===== src/rtl/if_fetch_stage_pkg.sv =====
// Shared definitions for the instruction-fetch stage: FSM encoding,
// instruction width, PC increment and the default bubble instruction.
package if_fetch_stage_pkg;

    localparam int unsigned INST_W = 32;
    localparam logic [31:0] PC_INC = 32'd4;
    localparam logic [INST_W-1:0] NOP_INST_DEFAULT = 32'h0000_0013;

    typedef enum logic [1:0] {
        FETCH_IDLE  = 2'b00,
        FETCH_BUSY  = 2'b01,
        FETCH_DRAIN = 2'b10
    } fetch_state_e;

    // Word-align a redirect target; the low two bits are never meaningful.
    function automatic logic [31:0] alignPc(input logic [31:0] pc);
        return {pc[31:2], 2'b00};
    endfunction

endpackage


===== src/rtl/if_fetch_stage.sv =====
// Instruction-fetch stage: owns the fetch PC, issues one outstanding
// request at a time to instruction memory and presents the fetched word
// in a single-entry IF/ID slot. Redirects flush the slot and, if a fetch
// is still in flight, its response is drained and thrown away.
module if_fetch_stage
    import if_fetch_stage_pkg::*;
#(
    parameter logic [31:0]       RESET_PC = 32'h0000_0000,
    parameter logic [INST_W-1:0] NOP_INST = NOP_INST_DEFAULT
) (
    input  logic              clk_IF,
    input  logic              rst_IF,
    input  logic              stall_IF,
    input  logic              redirect_IF,
    input  logic [31:0]       redirect_PC_IF,
    output logic              imem_req_IF,
    output logic [31:0]       imem_addr_IF,
    input  logic              imem_ready_IF,
    input  logic [INST_W-1:0] imem_data_IF,
    output logic [31:0]       PC_out_IF,
    output logic [INST_W-1:0] inst_out_IF,
    output logic              valid_out_IF
);

    fetch_state_e      state_q, state_d;
    logic [31:0]       pc_q, pc_d;
    logic [31:0]       tgt_q, tgt_d;
    logic [31:0]       pcOut_q, pcOut_d;
    logic [INST_W-1:0] instOut_q, instOut_d;
    logic              validOut_q, validOut_d;

    logic        consume;
    logic        slotFree;
    logic        reqInt;
    logic        acceptNow;
    logic [31:0] redirectTarget;

    // Slot handshake and request generation; a request is only started
    // from IDLE when the slot will have room for the answer.
    always_comb begin
        consume        = validOut_q & ~stall_IF;
        slotFree       = ~validOut_q | consume;
        reqInt         = ((state_q == FETCH_IDLE) & slotFree & ~redirect_IF)
                       | (state_q == FETCH_BUSY)
                       | (state_q == FETCH_DRAIN);
        acceptNow      = ~redirect_IF & imem_ready_IF
                       & (((state_q == FETCH_IDLE) & slotFree) | (state_q == FETCH_BUSY));
        redirectTarget = alignPc(redirect_PC_IF);
    end

    // Reset must kill the request immediately, not at the next edge.
    always_comb begin
        imem_req_IF  = reqInt & ~rst_IF;
        imem_addr_IF = pc_q;
    end

    // Next-state: redirect beats accept, accept beats a plain consume.
    always_comb begin
        state_d    = state_q;
        pc_d       = pc_q;
        tgt_d      = tgt_q;
        pcOut_d    = pcOut_q;
        instOut_d  = instOut_q;
        validOut_d = validOut_q;

        if (redirect_IF) begin
            validOut_d = 1'b0;
            instOut_d  = NOP_INST;
            if (state_q == FETCH_IDLE) begin
                pc_d = redirectTarget;
            end else if (imem_ready_IF) begin
                pc_d    = redirectTarget;
                state_d = FETCH_IDLE;
            end else begin
                tgt_d   = redirectTarget;
                state_d = FETCH_DRAIN;
            end
        end else if (acceptNow) begin
            pcOut_d    = pc_q;
            instOut_d  = imem_data_IF;
            validOut_d = 1'b1;
            pc_d       = pc_q + PC_INC;
            state_d    = FETCH_IDLE;
        end else begin
            case (state_q)
                FETCH_IDLE: begin
                    if (reqInt) begin
                        state_d = FETCH_BUSY;
                    end
                end
                FETCH_BUSY: begin
                    state_d = FETCH_BUSY;
                end
                FETCH_DRAIN: begin
                    if (imem_ready_IF) begin
                        pc_d    = tgt_q;
                        state_d = FETCH_IDLE;
                    end
                end
                default: begin
                    state_d = FETCH_IDLE;
                end
            endcase
            if (consume) begin
                validOut_d = 1'b0;
            end
        end
    end

    // All stage state, including the presented slot, lives in one register bank.
    always_ff @(posedge clk_IF or posedge rst_IF) begin
        if (rst_IF) begin
            state_q    <= FETCH_IDLE;
            pc_q       <= RESET_PC;
            tgt_q      <= 32'h0000_0000;
            pcOut_q    <= 32'h0000_0000;
            instOut_q  <= NOP_INST;
            validOut_q <= 1'b0;
        end else begin
            state_q    <= state_d;
            pc_q       <= pc_d;
            tgt_q      <= tgt_d;
            pcOut_q    <= pcOut_d;
            instOut_q  <= instOut_d;
            validOut_q <= validOut_d;
        end
    end

    assign PC_out_IF    = pcOut_q;
    assign inst_out_IF  = instOut_q;
    assign valid_out_IF = validOut_q;

endmodule


===== config.mk =====
export PLATFORM = sky130hd
export DESIGN_NAME = if_fetch_stage
export DESIGN_NICKNAME = d
export VERILOG_FILES = /design/src/rtl/if_fetch_stage_pkg.sv /design/src/rtl/if_fetch_stage.sv
export SDC_FILE = /design/constraint.sdc
export NUM_CORES = 1
export LEC_CHECK = 0
export BUFFER_PORTS_ARGS = -buffer_cell sky130_fd_sc_hd__buf_2
export CAP_MARGIN = 20
export CORE_UTILIZATION = 45
export CTS_CLUSTER_SIZE = 10
export DETAILED_ROUTE_END_ITERATION = 10
export PLACE_DENSITY = 0.66
export SYNTH_ARGS = -nofsm -noshare
export SYNTH_HDL_FRONTEND = slang
export SYNTH_SLANG_ARGS = --single-unit

===== constraint.sdc =====
create_clock -name clk_IF -period 4.2 [get_ports clk_IF]
set_clock_uncertainty 0.2 [all_clocks]
set_input_delay 0.21 -clock clk_IF [delete_from_list [all_inputs] [get_ports clk_IF]]
set_output_delay 0.21 -clock clk_IF [all_outputs]
set_load 0.02 [all_outputs]

==> results of run 1 <==
==> area by class of cell <==
cell class	count	area share [%]
flip-flops and latches	125	38.47
multi-input cells	468	32.67
repair buffers	238	19.27
clock buffers	31	6.485
well taps	172	2.643
inverters	8	0.3996
clock inverters	1	0.06147
==> registers in the layout (all words and copies together), names as in the netlist <==
signal,cells
inst_out_IF,32
PC_out_IF,30
imem_addr_IF,30
tgt_q,30
state_q,2
valid_out_IF,1
==> final timing paths <==
path	from	endpoint	slack, ps
worst min register to register	PC_out_IF[17]	PC_out_IF[17]	270
min in group clk_IF	redirect_IF	inst_out_IF[26]	140
worst max register to register	imem_addr_IF[2]	imem_addr_IF[27]	1350
worst max-delay path	imem_addr_IF[2]	imem_addr_IF[27]	1350
worst min-delay path	rst_IF	inst_out_IF[26]	50
max in group asynchronous	rst_IF	inst_out_IF[0]	2790
==> layout by cell type, fill, tap and decap left out, types with 5 or more instances in the layout <==
master                          synthesis  final
sky130_fd_sc_hd__nand2b_1               6      6
sky130_fd_sc_hd__a21oi_1               52     52
sky130_fd_sc_hd__xnor2_1                8      8
sky130_fd_sc_hd__dfrtp_1              122    122
sky130_fd_sc_hd__mux2_2                30     30
sky130_fd_sc_hd__mux2i_1                7      7
sky130_fd_sc_hd__inv_1                  8      7
sky130_fd_sc_hd__nand3_1               15     15
sky130_fd_sc_hd__nand4_1               11     11
sky130_fd_sc_hd__clkbuf_8               0      5
sky130_fd_sc_hd__buf_4                  4     12
sky130_fd_sc_hd__nand2_1              177    176
sky130_fd_sc_hd__nor4_1                 5      5
sky130_fd_sc_hd__clkbuf_1              24      9
sky130_fd_sc_hd__nor3_1                 6      6
sky130_fd_sc_hd__nor2b_1                8      8
sky130_fd_sc_hd__a211o_1                6      6
sky130_fd_sc_hd__buf_2                 17    160
sky130_fd_sc_hd__dlygate4sd3_1          0     65
sky130_fd_sc_hd__o21ai_0               30     30
sky130_fd_sc_hd__nor3b_1                8      7
sky130_fd_sc_hd__a31oi_1                7      7
sky130_fd_sc_hd__and3_1                 5      5
sky130_fd_sc_hd__nand3b_1               6      6
sky130_fd_sc_hd__clkbuf_16              0     17
sky130_fd_sc_hd__nor2_1                26     26
==> routing by layer <==
layer | part of all wire (%) | track usage, %
met2 | 48 | 41.40
met3 | 6.3 | 6.734
met5 | 0 | 0
met4 | 1.3 | 9.776
met1 | 44 | 32.80
==> per-stage QoR <==
| step | util [%] | cells |
|---|---|---|
| after global routing | 63.48 | 1043 |
| after floorplan | - | 653 |
| after CTS | 63.27 | 1042 |
| final | 63.48 | 1043 |
| after detailed placement | 54.04 | 945 |
| after global placement | 54.04 | 945 |
==> critical path, delay by kind of cell (launching register included) <==
kind / cells / cell delay, ps
flip-flops: 1 / 480
AND/OR/NAND/NOR: 5 / 2030
==> cell families (layout without fill, tap and decap cells) <==
kind of cell	after synthesis	count (layout)	share of synthesized area, %
simple gates	288	288	22.17
compound gates	130	130	13.26
flops	125	125	52.02
buf+inv	60	278	4.343
mux	37	37	6.775
xor+xnor	8	8	1.164
fa+ha+maj	1	1	0.2078
other cells	1	4	0.06228
==> power by group through the flow <==
stage               logic (mW)  registers, mW  clock network [mW]
floorplan                0.458           1.84                   0
global placement         0.936           1.67                   0
detailed placement       0.958           1.69                   0
CTS                       1.01           1.67                1.35
global route              1.10           1.71                1.41
finish                    1.01           1.68                1.33
==> run_summary.xml, run 1 <==
<?xml version="1.0" encoding="UTF-8"?>
<metrics>
  <group name="run_status">
    <metric name="outcome" unit="">completed</metric>
  </group>
  <group name="final_layout">
    <metric name="final_layout_size_suffix_gt1_share" unit="%">27.67</metric>
    <metric name="seqCellArea" unit="µm²">3132</metric>
    <metric name="final_cell_area" unit="µm²">8142</metric>
    <metric name="fill_cells" unit="">1082</metric>
    <metric name="finalNetCount" unit="">928</metric>
    <metric name="areaGrowthSynthToFinish" unit="%">35.22</metric>
    <metric name="multi_input_area" unit="µm²">2660</metric>
    <metric name="antenna-diode-count" unit="">0</metric>
  </group>
  <group name="power_and_ir_drop">
    <metric name="leakagePower" unit="nW">3.888</metric>
    <metric name="netSwitchingFraction" unit="%">32.72</metric>
    <metric name="power_frac_seq" unit="%">41.8</metric>
    <metric name="switchingPower" unit="mW">1.313</metric>
    <metric name="overall_power" unit="mW">4.012</metric>
    <metric name="power_frac_comb" unit="%">25.1</metric>
    <metric name="p_per_area" unit="nW/µm²">492.8</metric>
    <metric name="vdd.ir_drop.worst" unit="V">0.0002891</metric>
    <metric name="p_int" unit="mW">2.700</metric>
    <metric name="clock_power_share" unit="%">33.1</metric>
  </group>
  <group name="die">
    <metric name="design.die.area" unit="µm²">13850</metric>
    <metric name="die_height" unit="µm">117.7</metric>
    <metric name="fp.coreArea" unit="µm²">12820</metric>
    <metric name="io_pins" unit="">167</metric>
    <metric name="start_util" unit="%">46.95</metric>
    <metric name="std_cell_rows" unit="">41</metric>
    <metric name="die_w" unit="µm">117.7</metric>
  </group>
  <group name="yosys">
    <metric name="synthArstFlopShare" unit="%">100.0</metric>
    <metric name="post_synth_inst_count" unit="">650</metric>
    <metric name="syn_area" unit="µm²">6021</metric>
    <metric name="postSynthAreaPerCell" unit="µm²">9.263</metric>
    <metric name="number_of_synthesized_flops_with_an_enable_pin" unit="">0</metric>
    <metric name="netlist.top_cell.by_area" unit="">sky130_fd_sc_hd__dfrtp_1</metric>
    <metric name="synth_sequential_area_ratio" unit="%">52.02</metric>
    <metric name="synth_most_common_cell" unit="">sky130_fd_sc_hd__nand2_1</metric>
    <metric name="netlist_top_cells_area" unit="">sky130_fd_sc_hd__dfrtp_1 (51%), sky130_fd_sc_hd__nand2_1 (11%), sky130_fd_sc_hd__mux2_2 (5.6%)</metric>
    <metric name="synth.yosys.warnings" unit="">0</metric>
    <metric name="synthFlopType" unit="">sky130_fd_sc_hd__dfrtp_1</metric>
    <metric name="synth.top_cells.by_count" unit="">sky130_fd_sc_hd__nand2_1 (177), sky130_fd_sc_hd__dfrtp_1 (122), sky130_fd_sc_hd__a21oi_1 (52)</metric>
    <metric name="synth_top_cell_area_share" unit="%">50.71</metric>
    <metric name="post_synth_num_cell_types" unit="">52</metric>
    <metric name="synth_seq_cells" unit="">125</metric>
  </group>
  <group name="clocking">
    <metric name="cts-buffers-inserted" unit="">17</metric>
    <metric name="cts.repair_timing.setup_buffer_count" unit="">0</metric>
    <metric name="clk_latency" unit="ps">420</metric>
    <metric name="cts.htree.levels" unit="">4</metric>
    <metric name="clkSinkCount" unit="">125</metric>
    <metric name="cts_tree" unit="">yes</metric>
    <metric name="cts_resized" unit="">0</metric>
    <metric name="clock_tree.buffer_depth" unit="">2</metric>
    <metric name="clkSlewWorstSetupHoldPaths" unit="ps">50</metric>
    <metric name="cts_hold_buf" unit="">65</metric>
    <metric name="clk_root_buffer_cell" unit="">sky130_fd_sc_hd__clkbuf_16</metric>
  </group>
  <group name="placed_design">
    <metric name="gp_congestion" unit="">0.8285</metric>
    <metric name="detailedPlace.worstSlack" unit="ps">1400</metric>
    <metric name="io_buffer_count" unit="">160</metric>
    <metric name="dp.final_hpwl" unit="µm">10620</metric>
    <metric name="placement.cell_area" unit="µm²">6930</metric>
  </group>
  <group name="detailed_routing">
    <metric name="detail_route.first_pass.iterations" unit="">5</metric>
    <metric name="wl_per_cell" unit="µm">16.35</metric>
    <metric name="dr.first_iter.drc_count" unit="">295</metric>
    <metric name="routed-via-count" unit="">5573</metric>
    <metric name="post_drt_via_cell_ratio" unit="">5.343</metric>
    <metric name="drc" unit="">0</metric>
    <metric name="wirelength" unit="µm">17050</metric>
    <metric name="detail-route-antenna-nets" unit="">0</metric>
  </group>
  <group name="worst_hold_path">
    <metric name="timing.hold.worst.class" unit="">in2async</metric>
  </group>
  <group name="critical_path">
    <metric name="timing.setup.critical_path_class" unit="">reg2reg</metric>
    <metric name="critical_path_required" unit="ps">4290</metric>
    <metric name="worstPathCellList" unit="">nand3_1 &gt; nor3_2 &gt; nand4_2 &gt; and3_1 &gt; or4_1</metric>
    <metric name="worstPathArrival" unit="ps">2930</metric>
    <metric name="cp_slowest_stage_delay" unit="ps">730</metric>
    <metric name="crit_path_start_kind" unit="">flop</metric>
    <metric name="timing.critical_path.slowest_stage_cell" unit="">sky130_fd_sc_hd__nor3_2</metric>
    <metric name="timing.reg2reg.worst_path_depth" unit="">5</metric>
    <metric name="worst-path-max-fanout" unit="">12</metric>
    <metric name="endpoint_kind" unit="">flop</metric>
  </group>
  <group name="timing">
    <metric name="finalHoldViolations" unit="">0</metric>
    <metric name="max_clock_freq" unit="GHz">0.3514</metric>
    <metric name="worstMarginPinSlew" unit="ps">922.4</metric>
    <metric name="setup-tns-final" unit="ps">0</metric>
    <metric name="post-route-worst-setup-slack" unit="ps">1354</metric>
    <metric name="final_report_setup_violation_count" unit="">0</metric>
    <metric name="rsz0062_at_grt" unit="">no</metric>
    <metric name="post-route-period-util" unit="%">67.76</metric>
    <metric name="slew_headroom" unit="%">38.50</metric>
    <metric name="hold-worst-slack" unit="ps">47.24</metric>
    <metric name="finalWorstPathRequiredPeriod" unit="ps">2846</metric>
    <metric name="final-max-slew-violation-count" unit="">0</metric>
  </group>
  <group name="run">
    <metric name="drv.max_cap_violation_count" unit="">0</metric>
  </group>
  <group name="global_routing">
    <metric name="first_global_vias" unit="">5689</metric>
    <metric name="grt_max_degree" unit="">81</metric>
    <metric name="global_route.overflow_total" unit="">0</metric>
    <metric name="global_route.usage.total" unit="%">25.60</metric>
    <metric name="grt_pass1_wl" unit="µm">28220</metric>
    <metric name="antenna_found_initial" unit="">0</metric>
  </group>
</metrics>
Power figures use the tool's default switching activity.
==> inputs of run 2 (changes only) <==
- clock period: 4.2 -> 2.7 ns (I/O delays scaled with it)
==> run 2 against run 1 <==
Non-clock buffer count increased by 11; sequential cell count unchanged; maximum frequency increased by 14%; clock power increased by 66%; power increased by 59%; first-iteration DRC count increased by 4.7%; via count increased by 0.92%; sequential share of layout area decreased by 0.81 points; cell count increased by 1.1%; critical path depth unchanged; worst setup slack got worse by 1100 ps; final area increased by 2.2%.
==> run_summary.xml, run 2 (synthesis gave the netlist of run 1 again) <==
<?xml version="1.0" encoding="UTF-8"?>
<metrics>
  <group name="run_status">
    <metric name="outcome" unit="">completed</metric>
  </group>
  <group name="timing">
    <metric name="rsz0062_at_grt" unit="">no</metric>
    <metric name="final-max-slew-violation-count" unit="">0</metric>
    <metric name="final_report_setup_violation_count" unit="">0</metric>
    <metric name="post-route-period-util" unit="%">92.23</metric>
    <metric name="finalHoldViolations" unit="">0</metric>
    <metric name="slew_headroom" unit="%">44.07</metric>
    <metric name="finalWorstPathRequiredPeriod" unit="ps">2490</metric>
    <metric name="post-route-worst-setup-slack" unit="ps">209.8</metric>
    <metric name="max_clock_freq" unit="GHz">0.4016</metric>
    <metric name="hold-worst-slack" unit="ps">100.1</metric>
    <metric name="setup-tns-final" unit="ps">0</metric>
    <metric name="worstMarginPinSlew" unit="ps">817.8</metric>
  </group>
  <group name="detailed_routing">
    <metric name="routed-via-count" unit="">5624</metric>
    <metric name="post_drt_via_cell_ratio" unit="">5.336</metric>
    <metric name="wirelength" unit="µm">16630</metric>
    <metric name="drc" unit="">0</metric>
    <metric name="wl_per_cell" unit="µm">15.78</metric>
    <metric name="detail_route.first_pass.iterations" unit="">5</metric>
    <metric name="dr.first_iter.drc_count" unit="">309</metric>
    <metric name="detail-route-antenna-nets" unit="">0</metric>
  </group>
  <group name="power_and_ir_drop">
    <metric name="power_frac_comb" unit="%">25.1</metric>
    <metric name="netSwitchingFraction" unit="%">32.69</metric>
    <metric name="switchingPower" unit="mW">2.092</metric>
    <metric name="clock_power_share" unit="%">34.5</metric>
    <metric name="power_frac_seq" unit="%">40.4</metric>
    <metric name="p_per_area" unit="nW/µm²">769.5</metric>
    <metric name="vdd.ir_drop.worst" unit="V">0.0004634</metric>
    <metric name="leakagePower" unit="nW">3.966</metric>
    <metric name="overall_power" unit="mW">6.400</metric>
    <metric name="p_int" unit="mW">4.307</metric>
  </group>
  <group name="final_layout">
    <metric name="finalNetCount" unit="">939</metric>
    <metric name="final_cell_area" unit="µm²">8317</metric>
    <metric name="areaGrowthSynthToFinish" unit="%">38.13</metric>
    <metric name="final_layout_size_suffix_gt1_share" unit="%">29.59</metric>
    <metric name="finish.cell_count_without_fillers" unit="">1054</metric>
    <metric name="antenna-diode-count" unit="">0</metric>
    <metric name="largest_register_ff_count" unit="">32</metric>
    <metric name="fin_util" unit="%">64.85</metric>
    <metric name="layout.cells.most_common_list" unit="">sky130_fd_sc_hd__nand2_1 (176), sky130_fd_sc_hd__buf_2 (160), sky130_fd_sc_hd__dfrtp_1 (122)</metric>
    <metric name="most_common_cell_after_layout_fill_and_taps_aside" unit="">sky130_fd_sc_hd__nand2_1</metric>
  </group>
  <group name="critical_path">
    <metric name="timing.setup.critical_path_class" unit="">reg2reg</metric>
    <metric name="endpoint_kind" unit="">flop</metric>
    <metric name="worstPathArrival" unit="ps">2560</metric>
    <metric name="crit_path_start_kind" unit="">flop</metric>
    <metric name="critical_path_required" unit="ps">2770</metric>
    <metric name="worst-path-max-fanout" unit="">12</metric>
  </group>
  <group name="die">
    <metric name="design.die.area" unit="µm²">13850</metric>
    <metric name="fp.coreArea" unit="µm²">12820</metric>
    <metric name="die_w" unit="µm">117.7</metric>
    <metric name="io_pins" unit="">167</metric>
    <metric name="die_height" unit="µm">117.7</metric>
    <metric name="std_cell_rows" unit="">41</metric>
    <metric name="start_util" unit="%">46.95</metric>
  </group>
  <group name="placed_design">
    <metric name="detailedPlace.worstSlack" unit="ps">253.2</metric>
    <metric name="gp_congestion" unit="">0.8849</metric>
    <metric name="dp.final_hpwl" unit="µm">10970</metric>
    <metric name="post-place-cells" unit="">957</metric>
    <metric name="io_buffer_count" unit="">160</metric>
    <metric name="placement.cell_area" unit="µm²">7084</metric>
  </group>
  <group name="clocking">
    <metric name="cts_tree" unit="">yes</metric>
    <metric name="cts.repair_timing.setup_buffer_count" unit="">0</metric>
    <metric name="clock_tree.buffer_depth" unit="">2</metric>
    <metric name="cts-buffers-inserted" unit="">17</metric>
    <metric name="cts_hold_buf" unit="">65</metric>
    <metric name="cts.htree.levels" unit="">4</metric>
    <metric name="clk_root_buffer_cell" unit="">sky130_fd_sc_hd__clkbuf_16</metric>
    <metric name="clkSinkCount" unit="">125</metric>
    <metric name="cts_resized" unit="">0</metric>
    <metric name="clkSlewWorstSetupHoldPaths" unit="ps">60</metric>
    <metric name="clk_latency" unit="ps">420</metric>
  </group>
  <group name="global_routing">
    <metric name="global_route.overflow_total" unit="">0</metric>
    <metric name="global_route.usage.total" unit="%">24.99</metric>
    <metric name="antenna_found_initial" unit="">0</metric>
    <metric name="first_global_vias" unit="">5597</metric>
    <metric name="grt_pass1_wl" unit="µm">27540</metric>
    <metric name="grt_max_degree" unit="">43</metric>
  </group>
  <group name="worst_hold_path">
    <metric name="timing.hold.worst.class" unit="">in2reg</metric>
  </group>
  <group name="run">
    <metric name="drv.max_cap_violation_count" unit="">0</metric>
  </group>
</metrics>
## run 2: cell count changes in the layout (fill, tap and decap cells not counted), sizes merged
| cell | previous run | this run |
|---|---|---|
| buf | 173 | 184 |
| clkbuf | 31 | 22 |
| clkinvlp | 0 | 6 |
| clkinv | 1 | 4 |
| bufinv | 0 | 1 |
| inv | 8 | 7 |
## run 2: power groups by stage
stage | Combinational [mW] | Clock, mW | Sequential [mW]
after detailed placement | 1.53 | 0 | 2.61
after floorplan | 0.714 | 0 | 2.86
after global placement | 1.50 | 0 | 2.58
after CTS | 1.61 | 2.24 | 2.58
after global routing | 1.75 | 2.34 | 2.65
final | 1.61 | 2.21 | 2.59
## run 2: worst max-delay path, stage by stage (launching register included)
cell and delay, ps:
sky130_fd_sc_hd__dfrtp_1 470, sky130_fd_sc_hd__nor2b_1 400, sky130_fd_sc_hd__o2bb2ai_1 250, sky130_fd_sc_hd__a211oi_4 140, sky130_fd_sc_hd__a2111oi_0 770, sky130_fd_sc_hd__nor4_1 110
## run 2: path summary, 6_finish.rpt
path / start / cells after the start / to / slack [ps]
max in group asynchronous: rst_IF / 4 / inst_out_IF[0] / 1220
hold / removal: redirect_IF / 3 / inst_out_IF[15] / 100
min in group asynchronous: rst_IF / 3 / inst_out_IF[25] / 230
setup / recovery: state_q[1] / 5 / imem_addr_IF[30] / 210
setup reg to reg: state_q[1] / 5 / imem_addr_IF[30] / 210
hold reg to reg: PC_out_IF[23] / 2 / PC_out_IF[23] / 270
## run 2: layer usage
metal,vias to the layer above,track usage (%),share of wire [%]
li1,2686,-,-
met5,-,0,0
met4,0,9.295,1.9
met1,2701,31.96,44
met2,212,40.40,47
met3,25,6.831,7.2
## run 2: area by class of cell
cell class	instances	area [µm²]
Tap cell	172	215.2
Fill cell	1043	4508
Timing Repair Buffer	249	1694
Multi-Input combinational cell	468	2660
Clock buffer	22	494.2
Inverter	8	33.78
Sequential cell	125	3132
Clock inverter	10	87.58
